### src/rtl/mole_hole_ctrl.sv
// Per-hole mole lifecycle: spawn -> rise -> up -> sink, or a whack that shows an injured mole.
// One cycle from event to output; all outputs are registered, with no backpressure (whack and tick are never stalled).
module mole_hole_ctrl #(
    parameter int TW         = 12,
    parameter int RISE_TICKS = 250,
    parameter int SINK_TICKS = 250,
    parameter int HIT_TICKS  = 500
) (
    input  logic          clk,
    input  logic          rst,
    input  logic          tick,
    input  logic          game_en,
    input  logic          spawn,
    input  logic          whack,
    input  logic [TW-1:0] up_ticks,
    output logic [1:0]    mole_state,
    output logic          busy,
    output logic          hit,
    output logic          miss
);

    typedef enum logic [2:0] {
        S_IDLE,
        S_RISE,
        S_UP,
        S_SINK,
        S_HIT
    } state_t;

    // A duration of 0 behaves like 1, so the load value is clamped at 0.
    localparam logic [TW-1:0] RISE_LOAD = TW'((RISE_TICKS > 1) ? RISE_TICKS - 1 : 0);
    localparam logic [TW-1:0] SINK_LOAD = TW'((SINK_TICKS > 1) ? SINK_TICKS - 1 : 0);
    localparam logic [TW-1:0] HIT_LOAD  = TW'((HIT_TICKS  > 1) ? HIT_TICKS  - 1 : 0);

    state_t        state_q, state_d;
    logic [TW-1:0] timer_q, timer_d;
    logic [TW-1:0] up_load;
    logic [1:0]    mole_state_d;
    logic          busy_d, hit_d, miss_d;
    logic          phase_end;

    assign up_load   = (up_ticks == '0) ? '0 : up_ticks - TW'(1);
    assign phase_end = tick && (timer_q == '0);

    always_comb begin
        state_d = state_q;
        timer_d = timer_q;
        hit_d   = 1'b0;
        miss_d  = 1'b0;
        if (tick && (timer_q != '0)) begin
            timer_d = timer_q - TW'(1);
        end
        if (!game_en) begin
            state_d = S_IDLE;
            timer_d = '0;
        end else begin
            case (state_q)
                S_IDLE: begin
                    if (spawn) begin
                        state_d = S_RISE;
                        timer_d = RISE_LOAD;
                    end
                end
                S_RISE: begin
                    if (whack) begin
                        state_d = S_HIT;
                        timer_d = HIT_LOAD;
                        hit_d   = 1'b1;
                    end else if (phase_end) begin
                        // up_ticks is captured here; the timer holds it for the whole UP phase.
                        state_d = S_UP;
                        timer_d = up_load;
                    end
                end
                S_UP: begin
                    if (whack) begin
                        state_d = S_HIT;
                        timer_d = HIT_LOAD;
                        hit_d   = 1'b1;
                    end else if (phase_end) begin
                        state_d = S_SINK;
                        timer_d = SINK_LOAD;
                        miss_d  = 1'b1;
                    end
                end
                S_SINK, S_HIT: begin
                    if (phase_end) begin
                        state_d = S_IDLE;
                        timer_d = '0;
                    end
                end
                default: begin
                    state_d = S_IDLE;
                    timer_d = '0;
                end
            endcase
        end

        case (state_d)
            S_RISE, S_SINK: mole_state_d = 2'd1;
            S_UP:           mole_state_d = 2'd2;
            S_HIT:          mole_state_d = 2'd3;
            default:        mole_state_d = 2'd0;
        endcase
        busy_d = (state_d != S_IDLE);
    end

    always_ff @(posedge clk) begin
        if (rst) begin
            state_q    <= S_IDLE;
            timer_q    <= '0;
            mole_state <= 2'd0;
            busy       <= 1'b0;
            hit        <= 1'b0;
            miss       <= 1'b0;
        end else begin
            state_q    <= state_d;
            timer_q    <= timer_d;
            mole_state <= mole_state_d;
            busy       <= busy_d;
            hit        <= hit_d;
            miss       <= miss_d;
        end
    end

endmodule

### config.mk
export PLATFORM = sky130hd
export DESIGN_NAME = mole_hole_ctrl
export DESIGN_NICKNAME = d
export VERILOG_FILES = /design/src/rtl/mole_hole_ctrl.sv
export SDC_FILE = /design/constraint.sdc
export NUM_CORES = 1
export LEC_CHECK = 0
export CAP_MARGIN = 20
export CORE_AREA = 2 2 53 65
export DETAILED_ROUTE_END_ITERATION = 10
export DIE_AREA = 0 0 55 67
export PLACE_DENSITY = 0.75
export SETUP_SLACK_MARGIN = 0.5
export SYNTH_ARGS = -nofsm -noshare
export SYNTH_HDL_FRONTEND = slang
export SYNTH_SLANG_ARGS = --single-unit
### constraint.sdc
create_clock -name clk -period 2.1 [get_ports clk]
set_input_delay 0.42 -clock clk [delete_from_list [all_inputs] [get_ports clk]]
set_output_delay 0.42 -clock clk [all_outputs]
set_load 0.01 [all_outputs]
# After elaboration in Yosys (flattened, before gate mapping)
# Index checks and enable logic that the tools add are counted.
# op_classes
bitwise	3
n_eq_ne	8
muxes	20
n_addsub	2
n_reduce_logical	13
# ops
cell	count
two-way mux 12 bit	8
one-hot mux 12 bit (4 select lines)	1
zero test 12 bit	2
subtractor 12 x 1 -> 12 bit (second input constant)	2
two-way mux 3 bit	7
== test 3 x 2 -> 1 bit (second input constant)	4
one-hot mux 3 bit (4 select lines)	1
nonzero test 12 bit	1
OR reduction 2 bit	4
== test 3 x 1 -> 1 bit (second input constant)	2
== test 3 bit (second input constant)	2
one-hot mux 2 bit (3 select lines)	1
OR reduction 4 bit	1
zero test 3 bit	1
NOT 1 bit	3
nonzero test 3 bit	1
OR reduction 3 bit	1
logical AND 1 bit	2
two-way mux 1 bit	2
# totals
out_inout_bits	5
input_bits	18
regBits	20
wordCells	52

# Longest topological paths before layout
# Gate-level depths: netlist of the first run.
# depth
depth_word	9
mapped_depth	8
ltp_nobuf	7

# Worst setup path after synthesis of the first run
# Ideal clock, no wire load.
# synth_path
kind	input to register
from	input up_ticks[2]
to	register timer_q[3]
path_stages	5
n_path_buf	0
setup_time_ns	0.115
required_ns	1.985
setup_slack_ns	0.271
arrival_time_ns	1.714
cell_sequence	nor4_1 > nand3_1 > nand4bb_1 > o22ai_1 > o21a_1
# synth_via
elab_chain_cells	5
word_cells_on_any_way	6
cone_classes	1 x add/sub; 4 x mux; 1 x reduce/logical
# synth_lines
item	line	text
start: declaration	15	input logic [TW-1:0] up_ticks,
subtractor 12 x 1 -> 12 bit / zero test 12 bit (equally long branches)	42	assign up_load = (up_ticks == '0) ? '0 : up_ticks - TW'(1);
two-way mux 12 bit (*)	42	
two-way mux 12 bit (*)	69	end else if (phase_end) begin
two-way mux 12 bit (*)	65	if (whack) begin
one-hot mux 12 bit (4 select lines) (*)	57	case (state_q)
end signal: assignment	118	timer_q <= timer_d;
end: declaration	36	logic [TW-1:0] timer_q, timer_d;
# Mark *: on every way between the ends. The rest lies on a longest branch, timed or not.
# A chain may end at the register's enable or synchronous reset.

# Final worst setup path of the first run
# layout_path
from	register timer_q[1]
to	register timer_q[7]
# layout_via
elab_chain_cells	6
word_cells_on_any_way	13
cone_classes	1 x add/sub; 8 x mux; 4 x reduce/logical
# layout_lines
item	line
branches (longest 5 deep; another with subtractor 12 x 1 -> 12 bit)	n/a
one-hot mux 12 bit (4 select lines) (*)	57
# Every way passes the cells marked *.

==> results.txt, run 1 <==
status: complete, no violations
Pwr Total: 1.25 mW
synthesis-to-finish area growth: 41.2%
RD Place Congestion: 0.867
R2R Setup Slk: 0.28 ns
Rows: 22
Crit path depth: 7
CTS H-tree lvls: 1
hold_buf cts: 0
core area: 3030 sq um
sequential share of the synthesized area: 25.3%
CTS sink cnt: 20
Final Hold Fails: 0
DRC: 0
Skew-Pair Late Insertion Delay: 0.31 ns
Worst Path Required: 2.34 ns
fmax: 550 MHz
area leader, netlist: dfxtp_1
maxcap violations: 0
Die W: 55 microns
CP cell instances: inv_2, ha_4, nor4b_4, nand4_2, a221o_2, or2_4, o311ai_1
hpwl dp: 3440 microns
syn_area_per_cell: 7.95 sq um
fin crit share: 86.6%
worst reg2reg path depth: 7
crit end category: flip-flop
Reg-to-Reg Start: timer_q[1]
post-route setup TNS: 0 ns
flops & latches, synth: 20
Final Max Tran Viols: 0
Global Route Usage Sum: 26.9%
Max IR drop VDD: 0.000403 V
pwr dens: 561 nW/um^2
Slowest-stage cell, CP: a221o_2
Ys Warns: 0
ys async rst share: 0%
Synth Flop Type: dfxtp_1
CP max stage delay: 0.43 ns
number of nets with antenna violations after routing: 0
PortBufs: 22
Yosys cell types: 55
Syn Nets: 220
delay-heaviest family, CP: simple AND/OR/NAND/NOR gates
hold depth: 4
share of cells above drive strength 1: 29.7%
number of global-route vias before repair: 1612
pin count of the biggest net entering global routing: 17
iteration-0 DRC count of the detailed router: 58
worst slew pin tran: 0.345 ns
mean routed wirelength per cell: 16.2 microns
end of the worst hold path: timer_q[5]
top-area cell type share of the netlist area: 25.3%
io pins: 23
Total Die Area: 3690 sq um
CTS clk-pin slew, worst paths: 0.13 ns
fin nets: 271
Die Height: 67 microns
WP data arrival: 2.05 ns
RR Endpoint: timer_q[7]
unrepaired setup endpoints after global routing: true
clock tree buffer depth: 2
CTS Buf Count: 3
Mapped Area: 1580 sq um
Via-to-Cell Ratio: 6.16
initial antenna violation count: 0
Syn Inst Count: 199
hold wc startpoint: up_ticks[5]
Area contributors post-synth: dfxtp_1 25%, xor2_1 3.9%, mux2i_1 3.8%, nand2_1 3.8%, nor2_1 3.8%
Routed WL: 4630 microns
worst rel slew slack: 76.8%
CTS root buf: clkbuf_4
final setup vio count: 0
first-pass detailed-route iteration total: 6
CP bufs+invs: 1
most frequent cells in the layout: 31 x buf_4, 16 x nand2_1, 16 x dfxtp_1
initial core utilization: 52.3%
first-pass GRT wire length: 7310 microns
CTS tree: done
Worst Hold Class: input port to flip-flop
commonest non-fill, non-tap cell in the layout: buf_4
Overflow after GRT: 0
Worst setup SP type: flip-flop
diode count: 0
number of synthesized flops with an enable pin: 0
maximum fanout along the worst path: 4
crit path kind: flip-flop to flip-flop
Vias: 1757
Pleak: 0.990 nW
Final min period: 1.82 ns
Final Skew: 0.0152 ns
==> report_power, final <==
group | switching [mW] | total, mW | internal [mW]
Clock | 0.130 | 0.323 | 0.193
Sequential | 0.0337 | 0.437 | 0.404
Combinational | 0.235 | 0.493 | 0.258
==> flip-flops by register name, summed over array words and instances (netlist names) <==
| register | flops |
|---|---|
| miss | 1 |
| state_q | 3 |
| hit | 1 |
| timer_q | 12 |
| busy | 1 |
| mole_state | 2 |
==> cells by family after synthesis <==
group	Yosys count	share of synthesized area [%]
compound gates	53	22.8
mux	6	3.79
simple gates	87	34.3
xor+xnor	12	6.64
fa+ha+maj	3	2.37
flops	20	25.3
buf+inv	18	4.82
==> metrics by stage <==
stage	hold slack (ns)	cell area [sq um]	std cells	util, %	setup slack, ns
global route	0.672	2230	285	73.8	0.204
floorplan	0.589	1640	199	-	0.385
finish	0.650	2230	285	73.8	0.282
detailed placement	0.635	2050	274	67.6	-0.0239
CTS	0.656	2200	285	72.5	0.290
global placement	0.631	2050	274	67.6	0.00256
==> synthesized netlist by cell type (2+ instances only) <==
cell and n:
nand4_1 2, xnor2_1 5, a31oi_1 3, a21o_1 3, nor2_1 16, a21boi_0 2, ha_1 3, o21ai_0 8
nand3b_1 2, nand4b_1 4, mux2i_1 6, o21a_1 6, a21oi_1 9, o211ai_1 4, clkbuf_1 6, nor2b_1 7
and2_1 3, nand3_1 7, or3_1 4, o22ai_1 3, nand2_1 16, nor3_1 5, o22a_1 2, nor3b_1 3
o21bai_1 3, xor2_1 7, inv_1 10, nor4_1 4, dfxtp_1 20
==> per-layer routing <==
metal | share of wire [%] | vias up | wire length, microns | track usage [%]
li1 | - | 839 | - | -
met1 | 40 | 843 | 1870 | 31.7
met2 | 54 | 65 | 2480 | 48.4
met4 | 1.5 | 0 | 70 | 7.93
met5 | 0 | - | 0 | 0
met3 | 4.4 | 10 | 203 | 3.59
==> repair_timing <==
item | in CTS | in global routing
setup endpoints to repair | 23 | 20
pin swaps | 10 | 4
gates resized for setup | 19 | 12
setup buffers | 7 | 0
==> final cells by class <==
cell class	instances	area [sq um]
Sequential cell	20	408
Tap cell	36	45.0
Clock buffer	3	22.5
Inverter	10	37.5
Fill cell	224	793
Clock inverter	1	30.0
Timing Repair Buffer	54	464
Multi-Input combinational cell	161	1230
==> worst register-to-register path: cells and delay by family, from the launching register on <==
| family | cells | cell delay (ns) |
|---|---|---|
| AND/OR/NAND/NOR | 3 | 0.68 |
| AO/OA/AOI/OAI | 2 | 0.51 |
| flip-flops | 1 | 0.36 |
| adder cells (fa/ha/maj) | 1 | 0.13 |
| buffers and inverters | 1 | 0.06 |
==> worst max path at each step <==
stage          slack (ns)   startpoint             to
4_1_cts              0.29   timer_q[1]     timer_q[7]
5_1_grt              0.20   timer_q[1]  mole_state[1]
3_5_place_dp        -0.02  up_ticks[0]     timer_q[3]
3_3_place_gp        0.003         tick     timer_q[7]
6_report             0.28   timer_q[1]     timer_q[7]
2_1_floorplan        0.38   timer_q[7]     timer_q[7]
No activity file was read; power rests on OpenSTA's default activity.
==> run 2: changes to the inputs <==
--- a/config.mk
+++ b/config.mk
@@ -5,6 +5,7 @@
 export SDC_FILE = /design/constraint.sdc
 export NUM_CORES = 1
 export LEC_CHECK = 0
+export ABC_CLOCK_PERIOD_IN_PS = 2100
 export CAP_MARGIN = 20
 export CORE_AREA = 2 2 53 65
 export DETAILED_ROUTE_END_ITERATION = 10
==> results of run 2 <==
The final DEF is identical to that of run 1; final timing and power are the same.
==> run 3: changes to the inputs <==
--- a/config.mk
+++ b/config.mk
@@ -7,10 +7,10 @@
 export LEC_CHECK = 0
 export ABC_CLOCK_PERIOD_IN_PS = 2100
 export CAP_MARGIN = 20
-export CORE_AREA = 2 2 53 65
+export CORE_AREA = 2 2 61 74
 export DETAILED_ROUTE_END_ITERATION = 10
-export DIE_AREA = 0 0 55 67
-export PLACE_DENSITY = 0.75
+export DIE_AREA = 0 0 63 76
+export PLACE_DENSITY = 0.59
 export SETUP_SLACK_MARGIN = 0.5
 export SYNTH_ARGS = -nofsm -noshare
 export SYNTH_HDL_FRONTEND = slang
==> run 3 against run 2 <==
Effect of this change:
- via count fell by 4.5%
- largest power group unchanged
- largest cell class unchanged
- first-iteration DRC count decreased by 1.7%
- utilization shrank 14 points
==> results.txt, run 3 (synthesis gave the netlist of run 1 again) <==
max reg flops: 12 (unchanged)
most frequent cells in the layout: 34 x buf_4, 17 x dfxtp_1, 15 x nand2_1, 15 x clkdlybuf4s50_1, 13 x nor2_1
Sw Share: 31.4% (-0.43 points)
worst reg2reg path depth: 7 (unchanged)
Comb power frac: 39.7% (+0.4 points)
pre-CTS setup slack: -0.0362 ns (-0.0123 ns)
Max IR drop VDD: 0.000343 V (-15%)
io pins: 23 (unchanged)
PortBufs: 22 (unchanged)
CTS clk-pin slew, worst paths: 0.08 ns (-0.05 ns)
CTS root buf: clkbuf_8
Die Height: 76 microns (+13%)
CTS tree: done
first-pass detailed-route iteration total: 4 (-2)
R2R Setup Slk: 0.23 ns (-0.05 ns)
Slowest-stage cell, CP: a221o_2
crit path kind: flip-flop to flip-flop
number of global-route vias before repair: 1606 (-0.37%)
Pleak: 0.987 nW (-0.31%)
Via-to-Cell Ratio: 5.40 (-12%)
Total Die Area: 4790 sq um (+30%)
Final Hold Fails: 0 (unchanged)
maximum fanout along the worst path: 4 (unchanged)
fin nets: 277 (+2.2%)
Worst Path Required: 2.29 ns (-0.05 ns)
Rows: 26 (+18%)
delay-heaviest family, CP: simple AND/OR/NAND/NOR gates
net load switching power: 0.431 mW (+8.2%)
core area: 4130 sq um (+36%)
end of the worst hold path: timer_q[5]
Vias: 1678 (-4.5%)
first-pass GRT wire length: 7640 microns (+4.4%)
initial core utilization: 38.3% (-14 points)
share of cells above drive strength 1: 34.1% (+4.4 points)
clock tree buffer depth: 2 (unchanged)
biggest regs: timer_q x12, state_q x3, mole_state x2
CP max stage delay: 0.45 ns (+0.02 ns)
hpwl dp: 3590 microns (+4.3%)
CP bufs+invs: 1 (unchanged)
worst slew pin tran: 0.483 ns (+0.138 ns)
Global Route Usage Sum: 19.8% (-7.1 points)
Final Max Tran Viols: 0 (unchanged)
Final min period: 1.87 ns (+0.0516 ns)
pin count of the biggest net entering global routing: 17 (unchanged)
Fillers: 403 (+80%)
Skew-Pair Late Insertion Delay: 0.27 ns (-0.04 ns)
hold slack: 0.658 ns (+0.00758 ns)
unrepaired setup endpoints after global routing: true
internal power: 0.944 mW (+10%)
Routed WL: 4740 microns (+2.6%)
hold depth: 2 (-2)
hold wc startpoint: timer_q[5]
CTS Buf Count: 3 (unchanged)
DRC: 0 (unchanged)
Worst setup SP type: flip-flop
pwr dens: 561 nW/um^2 (about the same)
Reg power frac: 31.9% (-3.0 points)
maxcap violations: 0 (unchanged)
CTS sink cnt: 20 (unchanged)
final setup vio count: 0 (unchanged)
RD Place Congestion: 0.924 (+6.6%)
CTS H-tree lvls: 1 (unchanged)
commonest non-fill, non-tap cell in the layout: buf_4
RR Endpoint: timer_q[5]
fin crit share: 89.0% (+2.5 points)
WP data arrival: 2.06 ns (about the same)
worst rel slew slack: 67.7% (-9.0 points)
Top reg by flops: timer_q
status: complete, no violations
Reg-to-Reg Start: timer_q[1]
initial antenna violation count: 0 (unchanged)
clock power share: 28.4% (+2.6 points)
mean routed wirelength per cell: 15.3 microns (-6.0%)
Final Skew: 0.00704 ns (-0.00819 ns)
Worst Hold Class: flip-flop to flip-flop
Die W: 63 microns (+15%)
fmax: 535 MHz (-2.8%)
CP cell instances: inv_2, ha_4, nor4b_4, nand4_2, a221o_2, or2_4, o221ai_1
crit end category: flip-flop
iteration-0 DRC count of the detailed router: 57 (-1.7%)
diode count: 0 (unchanged)
Overflow after GRT: 0 (unchanged)
synthesis-to-finish area growth: 55.0%
number of nets with antenna violations after routing: 0 (unchanged)
final setup margin: 0.230 ns (-0.0516 ns)
==> run 3: cell types whose count changed in the layout (fill, tap and decap cells not counted), moves of 3 or more <==
cell            before  now
buf_4               31   34
buf_6                1    4
clkbuf_4             3    0
clkbuf_8             0    3
dlymetal6s2s_1       3    0
==> run 3: worst max-delay path by stage <==
stage,cells after the start,from,endpoint
finish,7,timer_q[1],timer_q[5]
global route,7,timer_q[0],timer_q[5]
CTS,7,timer_q[0],timer_q[7]
detailed placement,6,tick,timer_q[7]
global placement,7,up_ticks[6],timer_q[11]
floorplan,5,timer_q[7],timer_q[7]
==> run 3: worst reg2reg max path, delay by kind of cell, from the launching register on <==
family / cells / cell delay (ns)
AND/OR/NAND/NOR: 3 / 0.74
flip-flops: 1 / 0.34
buffers and inverters: 1 / 0.06
adder cells (fa/ha/maj): 1 / 0.13
AO/OA/AOI/OAI: 2 / 0.52
==> run 3: power by group through the flow <==
stage / Sequential [mW] / Combinational, mW / Clock [mW]
finish: 0.438 / 0.546 / 0.391
global route: 0.442 / 0.586 / 0.417
CTS: 0.435 / 0.464 / 0.392
detailed placement: 0.445 / 0.425 / 0
global placement: 0.446 / 0.426 / 0
floorplan: 0.438 / 0.272 / 0
==> run 3: through the flow <==
step	area (sq um)	utilization, %	std cells	setup TNS [ns]	total power, mW
after floorplan	1640	-	199	0	0.710
after global placement	2080	50.4	295	-0.0491	0.873
after detailed placement	2080	50.4	295	-0.0570	0.870
after CTS	2270	55.1	306	0	1.29
after global routing	2450	59.4	311	0	1.45
final	2450	59.4	311	0	1.38
==> run 3: cell type report <==
type / count / area, sq um / share of cell area, %
Multi-Input combinational cell: 161 / 1360 / 55.3
Timing Repair Buffer: 60 / 512 / 20.9
Sequential cell: 20 / 407 / 16.6
Tap cell: 56 / 70.1 / 2.86
Clock buffer: 3 / 41.3 / 1.68
Inverter: 10 / 37.5 / 1.53
Clock inverter: 1 / 30.0 / 1.22
==> run 3: timing repair <==
action                     4_1_cts  5_1_grt
setup buffers                    7        5
gates resized for setup         23       28
pin swaps                       13       25
gates cloned                     0        0
hold buffers                     0        0
setup endpoints to repair       20       20
==> run 3: per-layer routing <==
| layer | GRT usage (%) | wire (microns) | vias up |
|---|---|---|---|
| met5 | 0 | 0 | - |
| met4 | 8.44 | 191 | 0 |
| met3 | 2.51 | 137 | 15 |
| met2 | 35.7 | 2390 | 35 |
| met1 | 23.1 | 2030 | 780 |
| li1 | - | - | 848 |
